File: src/rtl/stdp_synapse.sv
// Plastic synapse with pair-based STDP learning and a registered current output.
// Optional weight decay toward W_INIT is enabled by defining STDP_DECAY_EN.
module stdp_synapse #(
  parameter int WEIGHT_W  = 8,
  parameter int DT_W      = 4,
  parameter int WINDOW    = 8,
  parameter int W_INIT    = 16,
  parameter int W_MAX     = 255,
  parameter int A_PLUS    = 16,
  parameter int A_MINUS   = 16,
  parameter int DECAY_PER = 64
) (
  input  logic                clk,
  input  logic                rst,
  input  logic                pre_spike,
  input  logic                post_spike,
  output logic [WEIGHT_W-1:0] syn_current,
  output logic [WEIGHT_W-1:0] weight,
  output logic                update_w_flag,
  output logic                ltp,
  output logic [DT_W-1:0]     time_diff
);

  localparam logic [DT_W-1:0]     WinT   = DT_W'(WINDOW);
  localparam logic [WEIGHT_W-1:0] WInit  = WEIGHT_W'(W_INIT);
  localparam logic [WEIGHT_W:0]   WMaxX  = (WEIGHT_W + 1)'(W_MAX);
  localparam logic [WEIGHT_W-1:0] APlus  = WEIGHT_W'(A_PLUS);
  localparam logic [WEIGHT_W-1:0] AMinus = WEIGHT_W'(A_MINUS);

  logic [DT_W-1:0]     pre_t, post_t;
  logic                pre_v, post_v;
  logic                pair_ltp, pair_ltd;
  logic [DT_W-1:0]     dt_sel;
  logic [WEIGHT_W-1:0] delta;

  logic                s1_v, s1_ltp;
  logic [WEIGHT_W-1:0] s1_delta;
  logic [DT_W-1:0]     s1_dt;

  logic [WEIGHT_W:0]   w_sum, w_diff;
  logic [WEIGHT_W-1:0] w_stdp;
  logic                decay_tick;
  logic [WEIGHT_W-1:0] w_decay;

  // Pair detection: a simultaneous pre+post never pairs
  always_comb begin
    pair_ltp = post_spike && !pre_spike && pre_v;
    pair_ltd = pre_spike && !post_spike && post_v;
    dt_sel   = pair_ltp ? pre_t : post_t;
    delta    = (pair_ltp ? APlus : AMinus) >> (dt_sel - 1'b1);
  end

  // Presynaptic interval timer; loads 1 so a pair one cycle later sees dt=1
  always_ff @(posedge clk) begin
    if (rst) begin
      pre_t <= '0;
      pre_v <= 1'b0;
    end else if (pre_spike) begin
      pre_t <= DT_W'(1);
      pre_v <= 1'b1;
    end else begin
      if (pre_t < WinT) pre_t <= pre_t + 1'b1;
      if (pair_ltp || pre_t >= WinT - 1'b1) pre_v <= 1'b0;
    end
  end

  // Postsynaptic interval timer, mirror of the presynaptic one
  always_ff @(posedge clk) begin
    if (rst) begin
      post_t <= '0;
      post_v <= 1'b0;
    end else if (post_spike) begin
      post_t <= DT_W'(1);
      post_v <= 1'b1;
    end else begin
      if (post_t < WinT) post_t <= post_t + 1'b1;
      if (pair_ltd || post_t >= WinT - 1'b1) post_v <= 1'b0;
    end
  end

  // Stage 1: capture direction, amplitude and interval of the detected pair
  always_ff @(posedge clk) begin
    if (rst) begin
      s1_v     <= 1'b0;
      s1_ltp   <= 1'b0;
      s1_delta <= '0;
      s1_dt    <= '0;
    end else begin
      s1_v     <= pair_ltp || pair_ltd;
      s1_ltp   <= pair_ltp;
      s1_delta <= delta;
      s1_dt    <= dt_sel;
    end
  end

  // Saturating weight arithmetic in one extra bit
  always_comb begin
    w_sum  = {1'b0, weight} + {1'b0, s1_delta};
    w_diff = {1'b0, weight} - {1'b0, s1_delta};
    if (s1_ltp) w_stdp = (w_sum > WMaxX) ? WMaxX[WEIGHT_W-1:0] : w_sum[WEIGHT_W-1:0];
    else        w_stdp = w_diff[WEIGHT_W] ? '0 : w_diff[WEIGHT_W-1:0];
  end

`ifdef STDP_DECAY_EN
  localparam int CntW = $clog2(DECAY_PER + 1);
  localparam logic [CntW-1:0] CntLast = CntW'(DECAY_PER - 1);
  logic [CntW-1:0] decay_cnt;

  // Decay period counter; any STDP write restarts the period
  always_ff @(posedge clk) begin
    if (rst || s1_v || decay_cnt == CntLast) decay_cnt <= '0;
    else                                      decay_cnt <= decay_cnt + 1'b1;
  end

  // One unit step toward the initial weight
  always_comb begin
    decay_tick = (decay_cnt == CntLast);
    if (weight > WInit)      w_decay = weight - 1'b1;
    else if (weight < WInit) w_decay = weight + 1'b1;
    else                     w_decay = weight;
  end
`else
  // No decay in this build: weight moves only by STDP or reset
  always_comb begin
    decay_tick = 1'b0;
    w_decay    = weight;
  end
`endif

  // Stage 2: write the weight and publish the update report
  always_ff @(posedge clk) begin
    if (rst) begin
      weight        <= WInit;
      update_w_flag <= 1'b0;
      ltp           <= 1'b0;
      time_diff     <= '0;
    end else begin
      update_w_flag <= s1_v;
      if (s1_v) begin
        weight    <= w_stdp;
        ltp       <= s1_ltp;
        time_diff <= s1_dt;
      end else if (decay_tick) begin
        weight <= w_decay;
      end
    end
  end

  // Current uses the weight present in the spike cycle
  always_ff @(posedge clk) begin
    if (rst) syn_current <= '0;
    else     syn_current <= pre_spike ? weight : '0;
  end

endmodule

File: config.mk
export PLATFORM = sky130hd
export DESIGN_NAME = stdp_synapse
export DESIGN_NICKNAME = d
export VERILOG_FILES = /design/src/rtl/stdp_synapse.sv
export SDC_FILE = /design/constraint.sdc
export NUM_CORES = 1
export LEC_CHECK = 0
export ABC_AREA = 1
export BUFFER_PORTS_ARGS = -buffer_cell sky130_fd_sc_hd__buf_2
export CELL_PAD_IN_SITES_DETAIL_PLACEMENT = 1
export CELL_PAD_IN_SITES_GLOBAL_PLACEMENT = 2
export CORE_UTILIZATION = 37
export CTS_BUF_LIST = sky130_fd_sc_hd__clkbuf_8
export DETAILED_ROUTE_END_ITERATION = 7
export PLACE_DENSITY_LB_ADDON = 0.3
export SLEW_MARGIN = 20
export SYNTH_ARGS = -nofsm -noshare
export SYNTH_HDL_FRONTEND = slang
export SYNTH_SLANG_ARGS = --single-unit
File: constraint.sdc
create_clock -name clk -period 4.6 [get_ports clk]
set_input_delay 0.46 -clock clk [delete_from_list [all_inputs] [get_ports clk]]
set_output_delay 0.46 -clock clk [all_outputs]
set_load 0.02 [all_outputs]
# After elaboration in Yosys (flattened, before gate mapping)
# Index checks and enable logic that the tools add are counted.
classes:
  addsub: 5
  n_lt_le_gt_ge: 5
  shift: 1
  muxes: 12
  bitwise: 1
  reduce_logical: 16
ops:
  columns: ["operator", "count"]
  rows:
  - ["$mux W8", 3]
  - ["$add A8 B8 Y9", 1]
  - ["$gt A9 B8 Y1 const B", 1]
  - ["$sub A8 B8 Y9", 1]
  - ["$add A4 B1 Y4 const B", 2]
  - ["$ge A4 B3 Y1 const B", 2]
  - ["$lt A4 B4 Y1 const B", 2]
  - ["$mux W1", 8]
  - ["$reduce_bool A2 Y1", 4]
  - ["$shr A5 B4 Y8 const A", 1]
  - ["$reduce_or A2 Y1", 3]
  - ["$logic_and A1 B1 Y1", 4]
  - ["$mux W4", 1]
  - ["$sub A4 B1 Y4 const B", 1]
  - ["$logic_or A1 B1 Y1", 3]
  - ["$logic_not A1 Y1", 2]
  - ["$not A1 Y1", 1]
word_totals:
  regBits: 46
  inputBits: 4
  output_inout_bits: 22

# Longest topological paths before layout
logic_depth:
  depth_word: 6
  ltp_mapped: 15

# Least setup slack after synthesis
# Ideal clock, no wire load.
synth_path:
  path_kind: "reg-to-reg"
  start: "register weight[0]"
  end: "register weight[5]"
  t_arrival_ps: 1713
  required_ps: 4491
  slack_ps: 2778
  path_stages_with_launch: 15
  path_buffers: 0
  period_less_slack_ps: 1822
  cell_sequence: "dfxtp_1 -> inv_1 -> ha_1 -> inv_1 -> fa_1 -> nand3_1 -> nand2_1 -> nand2_1 -> nand2_1 -> nand2_1 -> inv_1 -> nand2_1 -> nand3_1 -> nand2_1 -> inv_1"
synth_via:
  elab_chain_len: 4
synth_rtl:
  columns: ["element", "line", "rtl"]
  rows:
  - ["start: declaration", "18", "output logic [WEIGHT_W-1:0] weight,"]
  - ["start signal: assignment", "133", "weight <= WInit;"]
  - ["start signal: assignment", "140", "weight <= w_stdp;"]
  - ["start signal: assignment", "144", "weight <= w_decay;"]
  - ["$add A8 B8 Y9", "98", "w_sum = {1'b0, weight} + {1'b0, s1_delta};"]
  - ["$gt A9 B8 Y1", "100", "if (s1_ltp) w_stdp = (w_sum > WMaxX) ? WMaxX[WEIGHT_W-1:0] : w_sum[WEIGHT_W-1:0];"]
  - ["$mux W8", "100", null]
  - ["$mux W8 (*)", "100", null]
# Every way passes the cells marked *; elsewhere a longest branch is shown, timed or not.
# A chain may end at the register's enable or synchronous reset.

# Final worst setup path
layout_path:
  start: "register weight[0]"
  end: "register weight[3]"
# Same word-level chain as after synthesis.

==> flow_metrics.env <==
export IMPL_status="finished clean"
export IMPL_synth_seq_cells=43
export IMPL_syn_cell_area_um2=2260
export IMPL_wl_per_cell_um=14.5
export IMPL_grt_usage_pct=20.4
export IMPL_antenna_cells=0
export IMPL_synth_seq_area_share_pct=38.1
export IMPL_drtIter0Drc=60
export IMPL_postSynthCellCount=311
export IMPL_worstPathRequired_ns=4.78
export IMPL_die_y_um=80.1
export IMPL_cts_resized=0
export IMPL_syn_nets=331
export IMPL_worst_pin_slew_ns=0.493
export IMPL_p_sw_uw=220
export IMPL_die_area_um2=6420
export IMPL_slew_headroom_pct=67.1
export IMPL_initial_core_util_pct=38.1
export IMPL_final_antenna_net_count=0
export IMPL_vias_per_cell=5.04
export IMPL_fin_skew_ns=0.00871
export IMPL_seqPwrFrac_pct=49.5
export IMPL_slew_viol_final=0
export IMPL_criticalPathCategory="flop to flop"
export IMPL_numCtsBuffers=5
export IMPL_avgSynthCellArea_um2=7.26
export IMPL_power_frac_clock_pct=34.7
export IMPL_min_period_ns=2.09
export IMPL_h_tree_depth=2
export IMPL_leakage_uw=0.00126
export IMPL_nets=357
export IMPL_combPwrFrac_pct=15.8
export IMPL_switching_share_pct=27.3
export IMPL_clock_path_buffers=2
export IMPL_ctsHoldBuffers=0
export IMPL_std_cell_rows=28
export IMPL_postCtsSetupBuffers=0
export IMPL_hold_path_class="flop to flop"
export IMPL_clk_latency_ns=0.29
export IMPL_critPathLaunchType="flop"
export IMPL_die_w_um=80.1
export IMPL_fmax_ghz=0.479
export IMPL_core_um2=5920
export IMPL_pin_count=26
export IMPL_drive_above_1_share_pct=13.6
export IMPL_maxCapViolations=0
export IMPL_intPower_uw=586
export IMPL_cts_tree="done"
export IMPL_synth_distinct_cells=30
export IMPL_cp_max_fo=4
export IMPL_fin_crit_sh_pct=45.4
export IMPL_cellPowerDensity_nw_per_um2=316
export IMPL_grt_pass1_wl_um=10000
export IMPL_holdWs_ns=0.469
export IMPL_grt_setup_unrepaired="false"
export IMPL_endpoint_kind="flop"
export IMPL_cts_sinks=43
export IMPL_area_growth_pct=12.9
export IMPL_setup_violations=0
export IMPL_root_buffer="clkbuf_8"
export IMPL_peakVddDrop_v=0.000160
export IMPL_dr_pass1_iters=4
export IMPL_antenna_found_initial=0
export IMPL_io_buffers=25
export IMPL_crit_arrival_ns=2.27
export IMPL_grt_max_degree=17
export IMPL_grt_overflow_total=0
export IMPL_dp_hpwl_um=4700
export IMPL_gp_congestion=0.834
export IMPL_via_count=2077
export IMPL_wirelength_um=5970
export IMPL_yosysWarnings=0
export IMPL_drc=0
export IMPL_cts_clk_slew_worst_paths_ns=0.08
export IMPL_grt_pass1_vias=2081
export IMPL_hold_viol=0
export IMPL_fin_setup_tns_ns=0
## cell usage after synthesis (all sizes together)
master | count | area (µm²)
or2 | 1 | 6.26
o2111ai | 1 | 8.76
ha | 14 | 175
nor2 | 38 | 143
nand4 | 9 | 56.3
fa | 2 | 40.0
nor3b | 1 | 7.51
a211oi | 1 | 7.51
o21ai | 20 | 123
inv | 41 | 154
buf | 4 | 22.5
and3 | 1 | 6.26
dfxtp | 43 | 861
xor2 | 5 | 51.3
nand3 | 27 | 148
xnor2 | 3 | 26.3
nand2 | 73 | 282
a21oi | 20 | 104
clkbuf | 2 | 7.51
nor3 | 5 | 30.0
## kinds of logic after synthesis
group | Yosys count | synth area share (%)
and+or+nand+nor | 155 | 30.0
xor gates and xnor gates | 8 | 3.44
AOI/OAI and AO/OA | 42 | 10.7
DFF | 43 | 38.1
adders and majority gates | 16 | 9.53
buffers and inverters | 47 | 8.14
## metal layers
| metal | wire (µm) | GRT usage, % | up-vias |
|---|---|---|---|
| met5 | 0 | 0 | - |
| met2 | 2960 | 35.7 | 32 |
| li1 | - | - | 1052 |
| met4 | 82 | 5.71 | 0 |
| met3 | 163 | 3.41 | 7 |
| met1 | 2770 | 25.6 | 986 |
## layout by cell type, fill, tap and decap left out, drive strengths merged, types with 2 or more instances in the layout
cell / instances
inv: 42
dfxtp: 43
xnor2: 3
buf: 25
a21oi: 20
ha: 14
nand2: 73
fa: 2
nand4: 9
o21ai: 20
nor3: 5
xor2: 5
clkbuf: 5
nand3: 27
nor2: 38
## through the flow
stage / worst slack [ns] / power (µW) / instance area [µm²] / cells / utilization (%)
2_1_floorplan: 2.78 / 499 / 2260 / 311 / -
6_report: 2.51 / 806 / 2550 / 412 / 43.1
3_5_place_dp: 2.54 / 536 / 2450 / 405 / 41.3
5_1_grt: 2.27 / 850 / 2550 / 412 / 43.1
3_3_place_gp: 2.54 / 534 / 2450 / 405 / 41.3
4_1_cts: 2.49 / 816 / 2550 / 412 / 43.1
## power by group through the flow
stage               combinational, µW  clock (µW)  sequential [µW]
CTS                               128         288              399
global placement                  127           0              408
floorplan                        88.8           0              411
finish                            127         280              399
global route                      144         305              401
detailed placement                128           0              408
## final cells by class
| type | instances | area [µm²] |
|---|---|---|
| Timing Repair Buffer | 25 | 125 |
| Fill cell | 764 | 3370 |
| Clock inverter | 2 | 33.8 |
| Sequential cell | 43 | 861 |
| Multi-Input combinational cell | 221 | 1210 |
| Tap cell | 75 | 93.8 |
| Clock buffer | 5 | 68.8 |
| Inverter | 41 | 154 |
## sequential cells by signal (all words and copies together), names as in the netlist
register,cells
syn_current,8
weight,8
s1_delta,5
post_t,4
pre_t,4
s1_dt,4
time_diff,4
ltp,1
post_v,1
pre_v,1
s1_ltp,1
s1_v,1
update_w_flag,1
## critical path, cell delays in order, from the launching register on
cell and delay [ns]:
dfxtp_1 0.35, ha_1 0.27, fa_1 0.46, nand2_1 0.10, nand2_1 0.10, nand2_1 0.07
o21ai_0 0.14, o21ai_0 0.28, nand2_1 0.08, nand2_1 0.06, nand2_1 0.06
## final timing paths
path                               start                   endpoint  slack [ns]  cells after the start
setup / recovery  weight[0]$_SDFFE_PP0P_     weight[3]$_SDFFE_PP0P_        2.51                     10
hold / removal       s1_dt[2]$_SDFF_PP0_  time_diff[2]$_SDFFE_PP0P_        0.47                      2
setup reg to reg  weight[0]$_SDFFE_PP0P_     weight[3]$_SDFFE_PP0P_        2.51                     10
hold reg to reg      s1_dt[2]$_SDFF_PP0_  time_diff[2]$_SDFFE_PP0P_        0.47                      2
Power figures use the tool's default switching activity.
